`src/rtl/ft_recovery_seq_if.sv`:
```
// rtl/ft_recovery_seq_if.sv - shared debug bus between the recovery sequencer and the core pair
interface ft_recovery_seq_if;
    logic [1:0]  halted;
    logic [1:0]  gnt;
    logic [1:0]  req;
    logic        we;
    logic [14:0] addr;
    logic [31:0] wdata;

    modport master (
        input  halted,
        input  gnt,
        output req,
        output we,
        output addr,
        output wdata
    );

    modport slave (
        output halted,
        output gnt,
        input  req,
        input  we,
        input  addr,
        input  wdata
    );
endinterface

```
`src/rtl/ft_recovery_seq.sv`:
```
// rtl/ft_recovery_seq.sv - lockstep recovery sequencer, optional shadow parity under FT_SHADOW_PARITY_EN
module ft_recovery_seq #(
    parameter int          TIMEOUT      = 64,
    parameter int          RST_CYCLES   = 4,
    parameter logic [14:0] DBG_GPR_BASE = 15'h400,
    parameter logic [14:0] DBG_NPC_ADDR = 15'h2000
) (
    input  logic              clk_i,
    input  logic              rst_ni,
    input  logic              we_a_i,
    input  logic [4:0]        addr_a_i,
    input  logic [31:0]       data_a_i,
    input  logic              we_b_i,
    input  logic [4:0]        addr_b_i,
    input  logic [31:0]       data_b_i,
    input  logic [31:0]       pc_i,
    ft_recovery_seq_if.master dbg,
    output logic              halt_o,
    output logic              resume_o,
    output logic              reset_o,
    output logic              busy_o,
    output logic [7:0]        err_count_o
);
    localparam int TW = 16;

    typedef enum logic [2:0] {
        S_IDLE,
        S_HALT,
        S_WAIT_HALT,
        S_WR_GPR,
        S_WR_NPC,
        S_RESUME,
        S_RESET_CORES
    } state_t;

    state_t        state;
    state_t        state_d;
    logic [31:0]   shadow [32];
    logic [31:0]   pc_ckpt;
    logic [4:0]    idx;
    logic [TW-1:0] timer;
    logic [1:0]    flags;
    logic [7:0]    err_count;
    logic          mismatch;
    logic          par_err;
    logic          in_wr;
    logic [1:0]    hs_req;
    logic          beat_done;
    logic          halt_expired;
    logic          rst_done;
    logic          err_inc;

    assign mismatch = (we_a_i != we_b_i) |
                      (we_a_i & ((addr_a_i != addr_b_i) | (data_a_i != data_b_i)));

`ifdef FT_SHADOW_PARITY_EN
    logic shadow_par [32];
    assign par_err = (state == S_WR_GPR) && ((^shadow[idx]) != shadow_par[idx]);
`else
    assign par_err = 1'b0;
`endif

    // A core keeps requesting until it has been granted once for the current beat
    assign in_wr        = ((state == S_WR_GPR) && !par_err) || (state == S_WR_NPC);
    assign hs_req       = in_wr ? ~flags : 2'b00;
    assign beat_done    = in_wr && (&(flags | (dbg.gnt & hs_req)));
    assign halt_expired = (timer == TW'(TIMEOUT - 1));
    assign rst_done     = (timer == TW'(RST_CYCLES - 1));
    assign err_inc      = ((state == S_IDLE) && mismatch) || par_err;

    // State register
    always_ff @(posedge clk_i) begin
        if (!rst_ni) state <= S_IDLE;
        else         state <= state_d;
    end

    // Next-state selection; a halt that arrives on the timeout cycle still wins
    always_comb begin
        state_d = state;
        case (state)
            S_IDLE:        if (mismatch) state_d = S_HALT;
            S_HALT:        state_d = S_WAIT_HALT;
            S_WAIT_HALT: begin
                if (dbg.halted == 2'b11) state_d = S_WR_GPR;
                else if (halt_expired)   state_d = S_RESET_CORES;
            end
            S_WR_GPR: begin
                if (par_err)                          state_d = S_RESET_CORES;
                else if (beat_done && idx == 5'd31)   state_d = S_WR_NPC;
            end
            S_WR_NPC:      if (beat_done) state_d = S_RESUME;
            S_RESUME:      state_d = S_IDLE;
            S_RESET_CORES: if (rst_done) state_d = S_IDLE;
            default:       state_d = S_IDLE;
        endcase
    end

    // Outputs decoded from the current state; the debug bus is quiet outside the write states
    always_comb begin
        dbg.req   = hs_req;
        dbg.we    = 1'b0;
        dbg.addr  = 15'd0;
        dbg.wdata = 32'd0;
        halt_o    = (state == S_HALT);
        resume_o  = (state == S_RESUME);
        reset_o   = (state != S_RESET_CORES);
        busy_o    = (state != S_IDLE);
        if (in_wr) begin
            dbg.we = 1'b1;
            if (state == S_WR_GPR) begin
                dbg.addr  = DBG_GPR_BASE + {8'd0, idx, 2'b00};
                dbg.wdata = shadow[idx];
            end else begin
                dbg.addr  = DBG_NPC_ADDR;
                dbg.wdata = pc_ckpt;
            end
        end
    end

    assign err_count_o = err_count;

    // Shadow file, checkpoint, beat index, timer, grant flags and error counter
    always_ff @(posedge clk_i) begin
        if (!rst_ni) begin
            for (int i = 0; i < 32; i++) begin
                shadow[i] <= 32'd0;
`ifdef FT_SHADOW_PARITY_EN
                shadow_par[i] <= 1'b0;
`endif
            end
            pc_ckpt   <= 32'd0;
            idx       <= 5'd0;
            timer     <= '0;
            flags     <= 2'b00;
            err_count <= 8'd0;
        end else begin
            if (err_inc && err_count != 8'hFF) err_count <= err_count + 8'd1;
            case (state)
                S_IDLE: begin
                    if (!mismatch) begin
                        pc_ckpt <= pc_i;
                        if (we_a_i && addr_a_i != 5'd0) begin
                            shadow[addr_a_i] <= data_a_i;
`ifdef FT_SHADOW_PARITY_EN
                            shadow_par[addr_a_i] <= ^data_a_i;
`endif
                        end
                    end
                end
                S_HALT: timer <= '0;
                S_WAIT_HALT: begin
                    if (dbg.halted == 2'b11) idx <= 5'd1;
                    else if (halt_expired)   timer <= '0;
                    else                     timer <= timer + 1'b1;
                end
                S_WR_GPR: begin
                    if (par_err) begin
                        timer <= '0;
                        flags <= 2'b00;
                    end else if (beat_done) begin
                        flags <= 2'b00;
                        idx   <= idx + 5'd1;
                    end else begin
                        flags <= flags | (dbg.gnt & hs_req);
                    end
                end
                S_WR_NPC: begin
                    if (beat_done) flags <= 2'b00;
                    else           flags <= flags | (dbg.gnt & hs_req);
                end
                S_RESET_CORES: begin
                    timer   <= timer + 1'b1;
                    pc_ckpt <= 32'd0;
                    for (int i = 0; i < 32; i++) begin
                        shadow[i] <= 32'd0;
`ifdef FT_SHADOW_PARITY_EN
                        shadow_par[i] <= 1'b0;
`endif
                    end
                end
                default: ;
            endcase
        end
    end
endmodule

```
`src/flat_wrapper.sv`:
```
// flat-port wrapper written by rule: the top's interface ports become plain ports
module ft_recovery_seq_flat 
#(
    parameter int          TIMEOUT      = 64,
    parameter int          RST_CYCLES   = 4,
    parameter logic [14:0] DBG_GPR_BASE = 15'h400,
    parameter logic [14:0] DBG_NPC_ADDR = 15'h2000
)
  (clk_i, rst_ni, we_a_i, addr_a_i, data_a_i, we_b_i, addr_b_i, data_b_i, pc_i, halt_o, resume_o, reset_o, busy_o, err_count_o, dbg_halted, dbg_gnt, dbg_req, dbg_we, dbg_addr, dbg_wdata);
  ft_recovery_seq_if dbg_i ();
  input  logic clk_i;
  input  logic rst_ni;
  input  logic we_a_i;
  input  logic [4:0] addr_a_i;
  input  logic [31:0] data_a_i;
  input  logic we_b_i;
  input  logic [4:0] addr_b_i;
  input  logic [31:0] data_b_i;
  input  logic [31:0] pc_i;
  output logic halt_o;
  output logic resume_o;
  output logic reset_o;
  output logic busy_o;
  output logic [7:0] err_count_o;
  input wire logic [$bits(dbg_i.halted)-1:0] dbg_halted;
  input wire logic [$bits(dbg_i.gnt)-1:0] dbg_gnt;
  output wire logic [$bits(dbg_i.req)-1:0] dbg_req;
  output wire logic [$bits(dbg_i.we)-1:0] dbg_we;
  output wire logic [$bits(dbg_i.addr)-1:0] dbg_addr;
  output wire logic [$bits(dbg_i.wdata)-1:0] dbg_wdata;
  assign dbg_i.halted = dbg_halted;
  assign dbg_i.gnt = dbg_gnt;
  assign dbg_req = dbg_i.req;
  assign dbg_we = dbg_i.we;
  assign dbg_addr = dbg_i.addr;
  assign dbg_wdata = dbg_i.wdata;
  ft_recovery_seq #(.TIMEOUT(TIMEOUT), .RST_CYCLES(RST_CYCLES), .DBG_GPR_BASE(DBG_GPR_BASE), .DBG_NPC_ADDR(DBG_NPC_ADDR)) u_core (.clk_i(clk_i), .rst_ni(rst_ni), .we_a_i(we_a_i), .addr_a_i(addr_a_i), .data_a_i(data_a_i), .we_b_i(we_b_i), .addr_b_i(addr_b_i), .data_b_i(data_b_i), .pc_i(pc_i), .dbg(dbg_i), .halt_o(halt_o), .resume_o(resume_o), .reset_o(reset_o), .busy_o(busy_o), .err_count_o(err_count_o));
endmodule
```
`config.mk`:
```
export PLATFORM = sky130hd
export DESIGN_NAME = ft_recovery_seq_flat
export DESIGN_NICKNAME = d
export VERILOG_FILES = /design/src/rtl/ft_recovery_seq_if.sv /design/src/rtl/ft_recovery_seq.sv /design/src/flat_wrapper.sv
export SDC_FILE = /design/constraint.sdc
export NUM_CORES = 2
export LEC_CHECK = 0
export ABC_CLOCK_PERIOD_IN_PS = 5560
export BUFFER_PORTS_ARGS = -buffer_cell sky130_fd_sc_hd__buf_2
export CAP_MARGIN = 20
export CORE_ASPECT_RATIO = 0.8
export CORE_MARGIN = 2
export CORE_UTILIZATION = 56
export DETAILED_ROUTE_END_ITERATION = 6
export GPL_ROUTABILITY_DRIVEN = 0
export PLACE_DENSITY = 0.86
export SKIP_CTS_REPAIR_TIMING = 1
export SLEW_MARGIN = 20
export SYNTH_ARGS = -nofsm -noshare
export SYNTH_HDL_FRONTEND = slang
export SYNTH_SLANG_ARGS = --single-unit
export TNS_END_PERCENT = 50
```
`constraint.sdc`:
```
create_clock -name clk_i -period 5.56 [get_ports clk_i]
set_input_delay 1.112 -clock clk_i [delete_from_list [all_inputs] [get_ports clk_i]]
set_output_delay 1.112 -clock clk_i [all_outputs]
set_load 0.005 [all_outputs]
```
==> impl_metrics.json <==
{
  "status": "finished with violations",
  "violations": "DRC",
  "r2r_end": "u_core.shadow[31][21]",
  "path_depth": 6,
  "ys_seq_area_share_pct": 67.3,
  "coreArea_sq_mm": 0.0843,
  "syn_area_sq_mm": 0.0478,
  "max_clock_freq_mhz": 202,
  "cp_max_fo": 20,
  "synth_top_area_cell": "edfxtp_1",
  "nNetsFinal": 3654,
  "cts-buffers-inserted": 100,
  "dr.pass1.iters": 7,
  "report.final.slew_viol_count": 0,
  "root_buffer": "clkbuf_16",
  "synth_flop_cell": "edfxtp_1",
  "ys_warn_count": 0,
  "cts-htree-levels": 3,
  "hold_path.startpoint": "u_core.pc_ckpt[8]",
  "grt_pass1_vias": 32700,
  "cts_tree": "yes",
  "worstMarginPinSlew_ns": 1.21,
  "cpMostUsedCell": "mux4_2",
  "slew_headroom_pct": 18.4,
  "drc": 3,
  "rsz0062_at_grt": "no",
  "hold_violations": 0,
  "skew_ns": 0.0267,
  "synth_edf_count": 1024,
  "ys_ff_latch": 1095,
  "via_count": 33700,
  "p_per_area_mw_per_mm2": 358,
  "clock_latency_ns": 0.72,
  "fp.dieW_microns": 331,
  "ant_nets": 0,
  "hpwl_microns": 98000,
  "dp_cells": 4549,
  "worstRegToRegCells": 7,
  "crit_path_max_incr_delay_ns": 0.58,
  "synth.distinct_cells": 50,
  "critPathKind": "reg2out",
  "cp_slowest_cell": "dfxtp_4",
  "numPortBuffers": 167,
  "total_power_mw": 19.4,
  "ir_drop_mv": 0.281,
  "cts_buffer_depth": 3,
  "clk_pin_slew_worst_paths_ns": 0.07,
  "grt_max_degree": 104,
  "wl_per_cell_microns": 33.2,
  "arrival_ns": 3.85,
  "setup_tns_ns": 0,
  "fin_crit_ns": 4.96,
  "start_util_pct": 56.7,
  "clock-sinks": 1095,
  "fin_hold_ws_ns": 0.470,
  "final_cell_count_no_fill": 4743,
  "crit_buf_inv": 2,
  "whs_endpoint": "u_core.pc_ckpt[8]",
  "cp-start-kind": "register",
  "r2r_slack_ns": 1.79,
  "cp_top_family": "multiplexers",
  "period_share_pct": 89.2,
  "dieHeight_microns": 265,
  "wirelength_microns": 157000,
  "grt_pass1_wl_microns": 221000,
  "hold_class": "reg2reg",
  "required_ns": 4.45,
  "power.leakage_nw": 17.6,
  "avgViaCountPerCell": 7.10,
  "area_growth_pct": 13.2,
  "async_flop_share_pct": 0,
  "grt_overflow": 0,
  "syn_avg_cell_area_sq_um": 14.3,
  "io_pins": 176,
  "synth_top_area_share_pct": 64.3,
  "timing.rr.start": "u_core.state[2]",
  "drt_iter0_markers": 6637,
  "fp.dieArea_sq_mm": 0.0877,
  "antenna_found_initial": 9,
  "setup_viol": 0,
  "crit_chain": "buf_4, mux4_2, mux4_2, nor2_1, o31ai_1, buf_2",
  "rows": 95,
  "maxCapViolations": 0,
  "end_kind": "output port",
  "hold_depth": 2,
  "layout-drive-gt1-share_pct": 23.5,
  "synth_cells": 3354,
  "grt_usage_pct": 35.7,
  "synthTopCellsByArea": "edfxtp_1 (64%), mux4_2 (14%), nor2_1 (8.3%)"
}
stage by stage:
| step | instance area, sq um | setup slack [ns] | utilization (%) |
|---|---|---|---|
| after detailed placement | 50800 | 0.969 | 60.3 |
| after global placement | 50800 | 1.07 | 60.3 |
| after CTS | 54100 | 0.694 | 64.2 |
| after global routing | 54100 | 0.539 | 64.2 |
| final | 54100 | 0.601 | 64.2 |
| after floorplan | 47900 | -0.101 | - |
worst max path at each step:
| stage | endpoint | startpoint | slack, ns |
|---|---|---|---|
| final | dbg_wdata[20] | register | 0.60 |
| after global routing | dbg_wdata[20] | register | 0.54 |
| after CTS | dbg_wdata[2] | register | 0.69 |
| after detailed placement | u_core.shadow[5][11] | data_a_i[25] | 0.97 |
| after global placement | u_core.shadow[31][26] | data_a_i[9] | 1.07 |
| after floorplan | u_core.shadow[19][0] | addr_a_i[1] | -0.10 |
cell usage after synthesis (all sizes together) (5+ instances only):
master	n
a21oi	30
nor3b	6
edfxtp	1024
dfxtp	71
and3	8
clkbuf	217
or3	5
and2	5
mux2i	18
nand2	116
xor2	47
nand2b	5
nor2b	5
nand4	12
mux2	64
buf	40
o21ai	59
nor2	1062
xnor2	7
o31ai	36
mux4	288
nand3	139
o22ai	32
nor4	18
cell type report:
class	count	area [sq um]
Clock inverter	51	562
Tap cell	1115	1400
Multi-Input combinational cell	2035	15200
Antenna cell	9	22.5
Timing Repair Buffer	298	2030
Inverter	6	22.5
Clock buffer	134	2710
Sequential cell	1095	32200
Fill cell	5436	30200
placed cells by master (no fill, tap or decap), types with 32 or more instances in the layout:
cell	count
dfxtp_1	66
o22ai_1	32
clkbuf_16	102
nand3_1	139
buf_4	114
nor2_1	1062
conb_1	40
mux2_2	64
mux4_2	288
xor2_1	47
o31ai_1	36
edfxtp_1	1024
nand2_1	109
buf_2	167
where the power goes:
group          internal (mW)  switching, mW
clock                   3.88           3.21
sequential              9.55          0.229
combinational          0.939           1.59
total                   14.4           5.03
per-layer routing:
layer,up-vias,wire (microns),track usage [%]
met5,-,196,0
met4,12,10100,17.9
met3,813,33800,21.9
met2,3844,64900,49.0
met1,16200,48200,44.1
li1,12800,-,-
state kept, by name (all words and copies together) (netlist names), named ones only:
signal              count
u_core.state            3
u_core.flags            2
u_core.pc_ckpt         32
u_core.timer           16
u_core.shadow        1024
u_core.idx              5
u_core.err_count_o      8
worst min-delay path, cell delays in order (launching register included):
cell and delay [ns]:
dfxtp_1 0.31, nand3_1 0.06, a21oi_1 0.05
kinds of logic (layout without fill, tap and decap cells):
logic type,count (synthesis),after routing,synth area share [%]
AOI/OAI and AO/OA,169,169,2.12
xor gates and xnor gates,54,54,0.990
muxes,370,370,15.5
and+or+nand+nor,1398,1398,11.9
buffers and inverters,263,489,2.15
other,1,49,0.00785
DFF,1095,1095,67.3
adders and majority gates,4,4,0.105
Power figures use the tool's default switching activity.
